[src/rtl/regfile_wb_arbiter.sv]
// Writeback arbiter for the shared register-file write port, with a busy-bit
// scoreboard for RAW/WAW issue stalls. Define RFARB_FIXED_PRIO_EN for fixed port-0 priority.
module regfile_wb_arbiter #(
   parameter int XLEN = 32,
   parameter int NREG = 32,
   parameter int AW   = 5
) (
   input  logic            clk,
   input  logic            rst_n,
   input  logic            i_req0_valid,
   input  logic [AW-1:0]   i_req0_rd,
   input  logic [XLEN-1:0] i_req0_data,
   output logic            o_req0_ready,
   input  logic            i_req1_valid,
   input  logic [AW-1:0]   i_req1_rd,
   input  logic [XLEN-1:0] i_req1_data,
   output logic            o_req1_ready,
   input  logic            i_iss_valid,
   input  logic [AW-1:0]   i_iss_rs1,
   input  logic [AW-1:0]   i_iss_rs2,
   input  logic [AW-1:0]   i_iss_rd,
   input  logic            i_iss_wen,
   output logic            o_iss_stall,
   output logic            o_rf_we,
   output logic [AW-1:0]   o_rf_rd,
   output logic [XLEN-1:0] o_rf_wdata,
   output logic [NREG-1:0] o_busy_vec
);

   logic            r_rf_we;
   logic [AW-1:0]   r_rf_rd;
   logic [XLEN-1:0] r_rf_wdata;
   logic [NREG-1:0] r_busy;
   logic [NREG-1:0] w_busy_nxt;
   logic            w_grant0;
   logic            w_grant1;
   logic            w_hs;
   logic [AW-1:0]   w_sel_rd;
   logic [XLEN-1:0] w_sel_data;
   logic            w_iss_fire;

`ifdef RFARB_FIXED_PRIO_EN
   assign w_grant0 = i_req0_valid;
`else
   // r_last_grant=1 means port 1 was served last, so port 0 wins a conflict
   logic r_last_grant;

   assign w_grant0 = i_req0_valid & (~i_req1_valid | r_last_grant);

   always_ff @(posedge clk or negedge rst_n) begin
      if (!rst_n)
         r_last_grant <= 1'b1;
      else if (w_hs)
         r_last_grant <= w_grant1;
   end
`endif

   assign w_grant1   = i_req1_valid & ~w_grant0;
   assign w_hs       = w_grant0 | w_grant1;
   assign w_sel_rd   = w_grant0 ? i_req0_rd   : i_req1_rd;
   assign w_sel_data = w_grant0 ? i_req0_data : i_req1_data;

   assign o_req0_ready = w_grant0;
   assign o_req1_ready = w_grant1;

   // x0 writes complete the handshake but never reach the register file
   always_ff @(posedge clk or negedge rst_n) begin
      if (!rst_n) begin
         r_rf_we    <= 1'b0;
         r_rf_rd    <= '0;
         r_rf_wdata <= '0;
      end else begin
         r_rf_we <= w_hs & (w_sel_rd != '0);
         if (w_hs && w_sel_rd != '0) begin
            r_rf_rd    <= w_sel_rd;
            r_rf_wdata <= w_sel_data;
         end
      end
   end

   assign o_iss_stall = i_iss_valid &
                        (((i_iss_rs1 != '0) & r_busy[i_iss_rs1]) |
                         ((i_iss_rs2 != '0) & r_busy[i_iss_rs2]) |
                         (i_iss_wen & (i_iss_rd != '0) & r_busy[i_iss_rd]));

   assign w_iss_fire = i_iss_valid & ~o_iss_stall & i_iss_wen & (i_iss_rd != '0);

   // Clear first so a same-edge set on the same register wins
   always_comb begin
      w_busy_nxt = r_busy;
      if (r_rf_we)
         w_busy_nxt[r_rf_rd] = 1'b0;
      if (w_iss_fire)
         w_busy_nxt[i_iss_rd] = 1'b1;
      w_busy_nxt[0] = 1'b0;
   end

   always_ff @(posedge clk or negedge rst_n) begin
      if (!rst_n)
         r_busy <= '0;
      else
         r_busy <= w_busy_nxt;
   end

   assign o_rf_we    = r_rf_we;
   assign o_rf_rd    = r_rf_rd;
   assign o_rf_wdata = r_rf_wdata;
   assign o_busy_vec = r_busy;

endmodule

[config.mk]
export PLATFORM = sky130hd
export DESIGN_NAME = regfile_wb_arbiter
export DESIGN_NICKNAME = d
export VERILOG_FILES = /design/src/rtl/regfile_wb_arbiter.sv
export SDC_FILE = /design/constraint.sdc
export NUM_CORES = 1
export LEC_CHECK = 0
export ABC_AREA = 1
export CORE_MARGIN = 2
export CORE_UTILIZATION = 44
export CTS_BUF_LIST = sky130_fd_sc_hd__clkbuf_16
export DETAILED_ROUTE_END_ITERATION = 12
export PLACE_DENSITY = 0.79
export SYNTH_ARGS = -nofsm -noshare
export SYNTH_HDL_FRONTEND = slang
export SYNTH_SLANG_ARGS = --single-unit
[constraint.sdc]
create_clock -name clk -period 3 [get_ports clk]
set_input_delay 0.3 -clock clk [delete_from_list [all_inputs] [get_ports clk]]
set_output_delay 0.3 -clock clk [all_outputs]
set_load 0.05 [all_outputs]
Word level (Yosys, flattened, before mapping)
Index checks and enable logic that the tools add are counted.
{"block": "classes", "n_reduce_logical": 7, "muxes": 14, "n_lt_le_gt_ge": 6, "bitwise": 21}
{"op": "$mux W32", "n": 3}
{"op": "$and A32 B32 Y32", "n": 1}
{"op": "$not A32 Y32", "n": 1}
{"op": "$or A32 B32 Y32", "n": 1}
{"op": "$lt A5 B6 Y1 const B", "n": 4}
{"op": "$reduce_bool A5 Y1", "n": 4}
{"op": "$bmux W1 S5", "n": 3}
{"op": "$and A1 B1 Y1", "n": 11}
{"op": "$demux W1 S5", "n": 2}
{"op": "$ge A5 B1 Y1 const B", "n": 2}
{"op": "$mux W1", "n": 5}
{"op": "$mux W5", "n": 1}
{"op": "$or A1 B1 Y1", "n": 4}
{"op": "$logic_and A1 B1 Y1", "n": 3}
{"op": "$not A1 Y1", "n": 3}
{"block": "totals", "input_bits": 95, "ff_bits": 70, "elab_cells": 53, "output_inout_bits": 73}

Logic depth before layout (Yosys ltp)
Gate-level depths: netlist (run 1).
{"block": "depth", "depth_word": 11, "ltp_mapped": 16, "depth_no_buf": 14}

Worst setup path after synthesis (run 1)
No wires, ideal clock.
{"block": "synth_path", "path_type": "reg-to-output", "start": "register r_busy[23] (netlist: o_busy_vec[23])", "end": "output o_iss_stall", "t_arrival_ps": 2215, "n_path_buf": 1, "slack_ps": 485, "stages_incl_launch_ff": 12, "path_cell_list": "dfrtp_1 inv_1 nor2_1 a21oi_1 nand2_1 nand2_1 nand2_1 nor2_1 nand2_1 nand2_1 buf_4 a21oi_1"}
{"block": "synth_between", "elab_chain_len": 6}
{"element": "from (decl)", "line_no": "33", "rtl": "logic [NREG-1:0] r_busy;"}
{"element": "from (signal assigned)", "line_no": "102", "rtl": "r_busy <= w_busy_nxt;"}
{"element": "$bmux W1 S5 (on tied branches)", "line_no": "82, 83"}
{"element": "$mux W1 (on tied branches)", "line_no": "82, 83"}
{"element": "$and A1 B1 Y1 (on tied branches)", "line_no": "82, 83"}
{"element": "$or A1 B1 Y1", "line_no": "82", "rtl": "(((i_iss_rs1 != '0) & r_busy[i_iss_rs1]) |"}
{"element": "$or A1 B1 Y1 (*)", "line_no": "83", "rtl": "((i_iss_rs2 != '0) & r_busy[i_iss_rs2]) |"}
{"element": "$and A1 B1 Y1 (*)", "line_no": "81", "rtl": "assign o_iss_stall = i_iss_valid &"}
{"element": "to (decl)", "line_no": "23", "rtl": "output logic o_iss_stall,"}
Mark *: on every way between the ends. The rest lies on a longest branch, timed or not. The select of a mux whose other input is x is not followed.

Final worst setup path (run 1)
{"block": "layout_path", "start": "input i_iss_rd[1]", "end": "output o_iss_stall"}
{"block": "layout_between", "elab_chain_len": 5}
{"element": "from (decl)", "line_no": "21", "rtl": "input logic [AW-1:0] i_iss_rd,"}
{"element": "$bmux W1 S5 / $reduce_bool A5 Y1 (equally long branches)", "line_no": "84", "rtl": "(i_iss_wen & (i_iss_rd != '0) & r_busy[i_iss_rd]));"}
{"element": "$mux W1 (not written as such) / $and A1 B1 Y1 (equally long branches)", "line_no": "84"}
{"element": "$and A1 B1 Y1 (*)", "line_no": "84"}
{"element": "$or A1 B1 Y1 (*)", "line_no": "83"}
{"element": "$and A1 B1 Y1 (*)", "line_no": "81"}
Marked as above.

==> results.yml, run 1 <==
run_status:
  status: "finished, final reports clean"
logic_synthesis:
  synth.distinct_cells: 26
  yosysTopAreaCellShare: 0.379
  avgSynthCellArea_sq_um: 6.27
  synth_flop_cell: "dfrtp_1"
  synth_edf_count: 0
  yosysWarnings: 0
  yosys_register_bits: 70
  synth_area_leaders: "dfrtp_1 38%, nand2_1 30%, nand3_1 5.1%"
  synth_top_area_cell: "dfrtp_1"
  synth_area_sq_mm: 0.00456
  synthArstFlopShare: 1.00
  synth_common_cells: "360 x nand2_1, 69 x dfrtp_1, 54 x inv_1"
  synthCells: 727
  synth_nets: 822
  yosysMostFrequentCell: "nand2_1"
  ys_seq_area_frac: 0.385
finish:
  diodes: 0
  seqCellArea_sq_mm: 0.00175
  fillCellCount: 919
  area_growth_syn_to_layout_pct: 44.7
  drive_above_1_share: 0.0451
  nNetsFinal: 977
  multi_input_area_sq_mm: 0.00238
timing:
  final_hold_viol_count: 0
  finClkSkew_ps: 13.5
  rsz0062_at_grt: "no"
  hold_ws_ps: 364
  slew_headroom: 0.591
  finalWorstPathRequiredPeriod_ps: 2610
  period_share: 0.871
  final.setup.tns_ps: 0
  fmax_mhz: 383
  slew_violations: 0
  setup_viol: 0
  tightest_slew_ps: 612
  layout_setup_ws_ps: 388
worst_setup_path:
  cp-end-kind: "output port"
  worstSetupStartpointType: "input pin"
  cp_max_fo: 5
  timing.rr.end: "o_rf_wdata[9]"
  cp.required_ps: 2700
  arrival_ps: 2310
  r2r_cells: 10
  timing.rr.start: "r_last_grant"
  worstSetupPathType: "input pin to output port"
  rrSetupSlack_ps: 740
clocking:
  cts_setup_buffers: 0
  path_clk_slew_ps: 60
  cts_tree: "built"
  cts_max_level: 3
  clockBufferDepth: 2
  clk_latency_ps: 330
  cts_buffers: 9
  cts_root_buf: "clkbuf_16"
  clock_sink_count: 70
floorplanning:
  dieArea_sq_mm: 0.0112
  fp.coreArea_sq_mm: 0.0102
  die_x_microns: 106
  die_h_microns: 106
  rows: 37
  start_util: 0.447
  pin_count: 168
grt:
  use_met3: 0.0686
  grtUsageMet2: 0.489
  grt_max_degree: 41
  grt_pass1_wl_microns: 26100
  grt_use_total: 0.294
  grt_pass1_vias: 5391
  met1_usage: 0.358
  antenna_found_initial: 0
  top_usage_layer: "met2"
  grt-ovfl-total: 0
detailed_routing:
  drcViolationCount: 0
  wl_per_cell_microns: 15.9
  drt_iter0_markers: 435
  drtAntennaViolNets: 0
  routed_wl_microns: 16200
  vias: 5419
  first_pass_iters: 7
  post_drt_via_cell_ratio: 5.30
pwr:
  powerDensity_mw_per_mm2: 840
  p_leak_nw: 3.26
  ir_drop_v: 0.000453
place:
  hpwl_microns: 12200
  io_buffer_count: 166
  pre_cts_ws_ps: 326
  place.gp.congestion: 1.08
worst_hold_path:
  hold_path_class: "input pin to asynchronous set/reset pin"
flow_run:
  max-cap-violations: 0
how the worst max path moves through the flow:
stage / startpoint / to / slack, ps / cells past startpoint
global placement: i_req1_valid / o_rf_rd[3] / 410 / 10
detailed placement: i_req1_valid / o_rf_rd[3] / 330 / 10
finish: i_iss_rd[1] / o_iss_stall / 390 / 12
global route: i_iss_rd[1] / o_iss_stall / 260 / 12
floorplan: o_busy_vec[23] / o_iss_stall / 490 / 11
CTS: i_iss_rd[0] / o_iss_stall / 410 / 13
power breakdown:
group | leakage (nW) | internal (mW) | switching (mW) | total, mW
Clock | 0.150 | 0.721 | 0.400 | 1.12
Combinational | 2.27 | 0.893 | 1.85 | 2.75
Sequential | 0.847 | 1.23 | 0.436 | 1.67
Total | 3.26 | 2.84 | 2.69 | 5.54
cell usage in the layout (no fill, tap or decap), types with 2 or more instances in the layout:
cell,count
nand2_1,360
clkdlybuf4s50_1,162
dfrtp_1,69
inv_1,54
nor2_1,49
nand3_1,46
o21ai_0,40
nand4_1,36
buf_4,13
clkbuf_16,9
a21oi_1,8
nor3_1,8
inv_2,5
o21ai_1,3
o211ai_1,2
nor2_2,2
o22ai_1,2
o21ai_2,2
or2_1,2
bufinv_16,2
clkinv_1,2
routing by layer:
metal	wire length, microns	share of wire	vias to the layer above
met5	0	0	-
met4	609	0.038	0
met3	1540	0.095	53
met2	7600	0.47	308
met1	6480	0.40	2453
li1	-	-	2605
area by class of cell:
type / count / share of cell area
clock buffer: 9 / 0.0342
multi-input combinational: 564 / 0.361
clock inverter: 7 / 0.0135
timing repair buffer: 178 / 0.266
sequential: 70 / 0.266
inverter: 59 / 0.0336
tap: 136 / 0.0258
cell families after synthesis:
| logic type | Yosys count | share of synthesized area |
|---|---|---|
| flops | 70 | 0.385 |
| compound gates | 59 | 0.0689 |
| simple gates | 504 | 0.453 |
| buf+inv | 93 | 0.0928 |
| other cells | 1 | 0.000823 |
critical path: stages:
cell             delay [ps]
clkdlybuf4s50_1         560
inv_1                    80
nor2_1                  390
nand2_1                 110
nand4_1                 120
nand2_1                  60
nand2_1                  70
nor2_1                   50
nand2_1                  50
nand2_1                  70
a21oi_1                 200
buf_4                   230
per-stage QoR:
stage                      util  power (mW)  cells  area, sq um
final                     0.647        5.54   1023         6590
after global routing      0.647        5.80   1023         6590
after CTS                 0.647        5.53   1023         6590
after detailed placement  0.615        4.39   1006         6270
after global placement    0.615        4.35   1006         6270
after floorplan               -        3.27    727         4560
sequential cells by signal, summed over array words and instances (netlist names):
register	count
o_rf_we	1
o_rf_wdata	32
o_rf_rd	5
o_busy_vec	31
r_last_grant	1
what timing repair did:
action,in CTS,in global routing
hold buffers,1,0
gates resized for setup,0,0
setup endpoints to repair,0,0
endpoints found under the hold margin,8,0
(Power assumes the default switching activity.)
==> run 2, diff against run 1 <==
--- a/config.mk
+++ b/config.mk
@@ -10,6 +10,7 @@
 export CORE_UTILIZATION = 44
 export CTS_BUF_LIST = sky130_fd_sc_hd__clkbuf_16
 export DETAILED_ROUTE_END_ITERATION = 12
+export GPL_ROUTABILITY_DRIVEN = 0
 export PLACE_DENSITY = 0.79
 export SYNTH_ARGS = -nofsm -noshare
 export SYNTH_HDL_FRONTEND = slang
==> run 2 against run 1 <==
Effect of this change: setup slack worse by 9.4 ps; global-route usage decreased by 1.4 points; register-to-register slack barely moved; critical path depth stayed put; routed wire length decreased by 5.2%; via count decreased by 1.0%; die area stayed put; maximum frequency is 0.36% lower; non-clock buffer count is 2 lower.
==> results.yml, run 2 (synthesis gave the netlist of run 1 again) <==
clocking:
  clockBufferDepth: 2
  clk_latency_ps: 330
  path_clk_slew_ps: 50
  cts_max_level: 3
  cts_setup_buffers: 0
  cts_tree: "built"
  holdBufCountCts: 0
  clock_sink_count: 70
  cts_buffers: 9
  post_cts_resized: 0
  cts_root_buf: "clkbuf_16"
run_status:
  status: "finished, final reports clean"
finish:
  final_common_cell: "nand2_1"
  drive_above_1_share: 0.0396
  final_cell_mix: "360 x nand2_1, 162 x clkdlybuf4s50_1, 69 x dfrtp_1"
  utilization: 0.640
  stdcell_count: 1020
  nNetsFinal: 975
  diodes: 0
  fin_area_sq_mm: 0.00652
  area_growth_syn_to_layout_pct: 43.2
  largest_register_ffs: 32
pwr:
  power_switching_mw: 2.59
  power_mw: 5.26
  powerDensity_mw_per_mm2: 806
  pwr-share-clk: 0.172
  power_frac_comb: 0.519
  ir_drop_v: 0.000456
  p_int_mw: 2.67
  swShare: 0.493
  p_leak_nw: 3.24
  sequentialPowerShare: 0.309
timing:
  hold_ws_ps: 69.3
  final.setup.tns_ps: 0
  slew_violations: 0
  period_share: 0.874
  rsz0062_at_grt: "no"
  setup_viol: 0
  tightest_slew_ps: 817
  layout_setup_ws_ps: 379
  final_hold_viol_count: 0
  slew_headroom: 0.455
  fmax_mhz: 382
  finalWorstPathRequiredPeriod_ps: 2620
  finClkSkew_ps: 4.67
worst_setup_path:
  cp_max_fo: 13
  crit_top_cell: "nand2_1"
  rrSetupSlack_ps: 730
  slowest_delay_ps: 560
  cp.required_ps: 2700
  worstSetupStartpointType: "input pin"
  slowest_stage: "clkdlybuf4s50_1"
  cp-end-kind: "output port"
  worstSetupPathType: "input pin to output port"
  worstPathCellList: "clkdlybuf4s50_1 > nand2_1 > inv_1 > nand2_1 > nand4_1 > nand2_1 > nand2_1 > nor2_1 > nand2_1 > nand2_1 > a21oi_1 > buf_4"
  r2r_cells: 9
  arrival_ps: 2320
  timing.rr.end: "o_rf_rd[3]"
  timing.rr.start: "r_last_grant"
floorplanning:
  die_x_microns: 106
  rows: 37
  die_h_microns: 106
  start_util: 0.447
  pin_count: 168
  dieArea_sq_mm: 0.0112
  fp.coreArea_sq_mm: 0.0102
worst_hold_path:
  hold_path_class: "input pin to asynchronous set/reset pin"
place:
  pre_cts_ws_ps: 354
  io_buffer_count: 166
  dp.cells: 1005
  postPlaceCellArea_sq_mm: 0.00627
  hpwl_microns: 11600
grt:
  grt_max_degree: 41
  antenna_found_initial: 0
  grt-ovfl-total: 0
  grt_use_total: 0.280
  grt_pass1_vias: 5295
  grt_pass1_wl_microns: 24900
flow_run:
  max-cap-violations: 0
detailed_routing:
  first_pass_iters: 7
  post_drt_via_cell_ratio: 5.26
  routed_wl_microns: 15400
  vias: 5364
  wl_per_cell_microns: 15.1
  drtAntennaViolNets: 0
  drt_iter0_markers: 418
  drcViolationCount: 0
-- run 2: cell count changes in the layout (fill, tap and decap cells not counted) --
cell,before,now
clkinv_4,1,0
bufinv_16,2,0
dlygate4sd3_1,1,0
buf_4,13,11
buf_12,1,2
clkinvlp_4,1,0
inv_1,54,57
-- run 2: layout make-up --
cell class / instances / area (sq um)
multi-input cells: 564 / 2380
clock inverters: 6 / 23.8
fillers: 892 / 3660
clock buffers: 9 / 225
repair buffers: 176 / 1750
well taps: 136 / 170
flip-flops and latches: 70 / 1750
inverters: 59 / 221
-- run 2: layer usage --
metal	part of all wire	track usage	up-vias
met3	0.11	0.0674	36
met2	0.47	0.472	351
met1	0.39	0.343	2381
met4	0.025	0.118	0
met5	0	0	-
li1	-	-	2596
-- run 2: how the worst max path moves through the flow --
stage                        start     endpoint  slack (ps)  cells past startpoint
global placement       i_iss_rd[1]  o_iss_stall         430                     12
CTS                    i_iss_rd[0]  o_iss_stall         390                     12
floorplan           o_busy_vec[23]  o_iss_stall         490                     11
finish                 i_iss_rd[0]  o_iss_stall         380                     12
detailed placement    i_req1_valid   o_rf_rd[3]         350                     10
global route           i_iss_rd[0]  o_iss_stall         200                     12
-- run 2: power by group through the flow --
stage               clock [mW]  combinational, mW  sequential (mW)
floorplan                    0              0.789             2.48
global placement             0               2.68             1.61
detailed placement           0               2.71             1.61
CTS                      0.918               2.72             1.61
global route             0.963               2.92             1.66
finish                   0.905               2.73             1.63
-- run 2: worst max-delay path: cells and delay by family --
family,cells,cell delay (ps)
buffers and inverters,3,1000
AO/OA/AOI/OAI,1,170
AND/OR/NAND/NOR,8,860
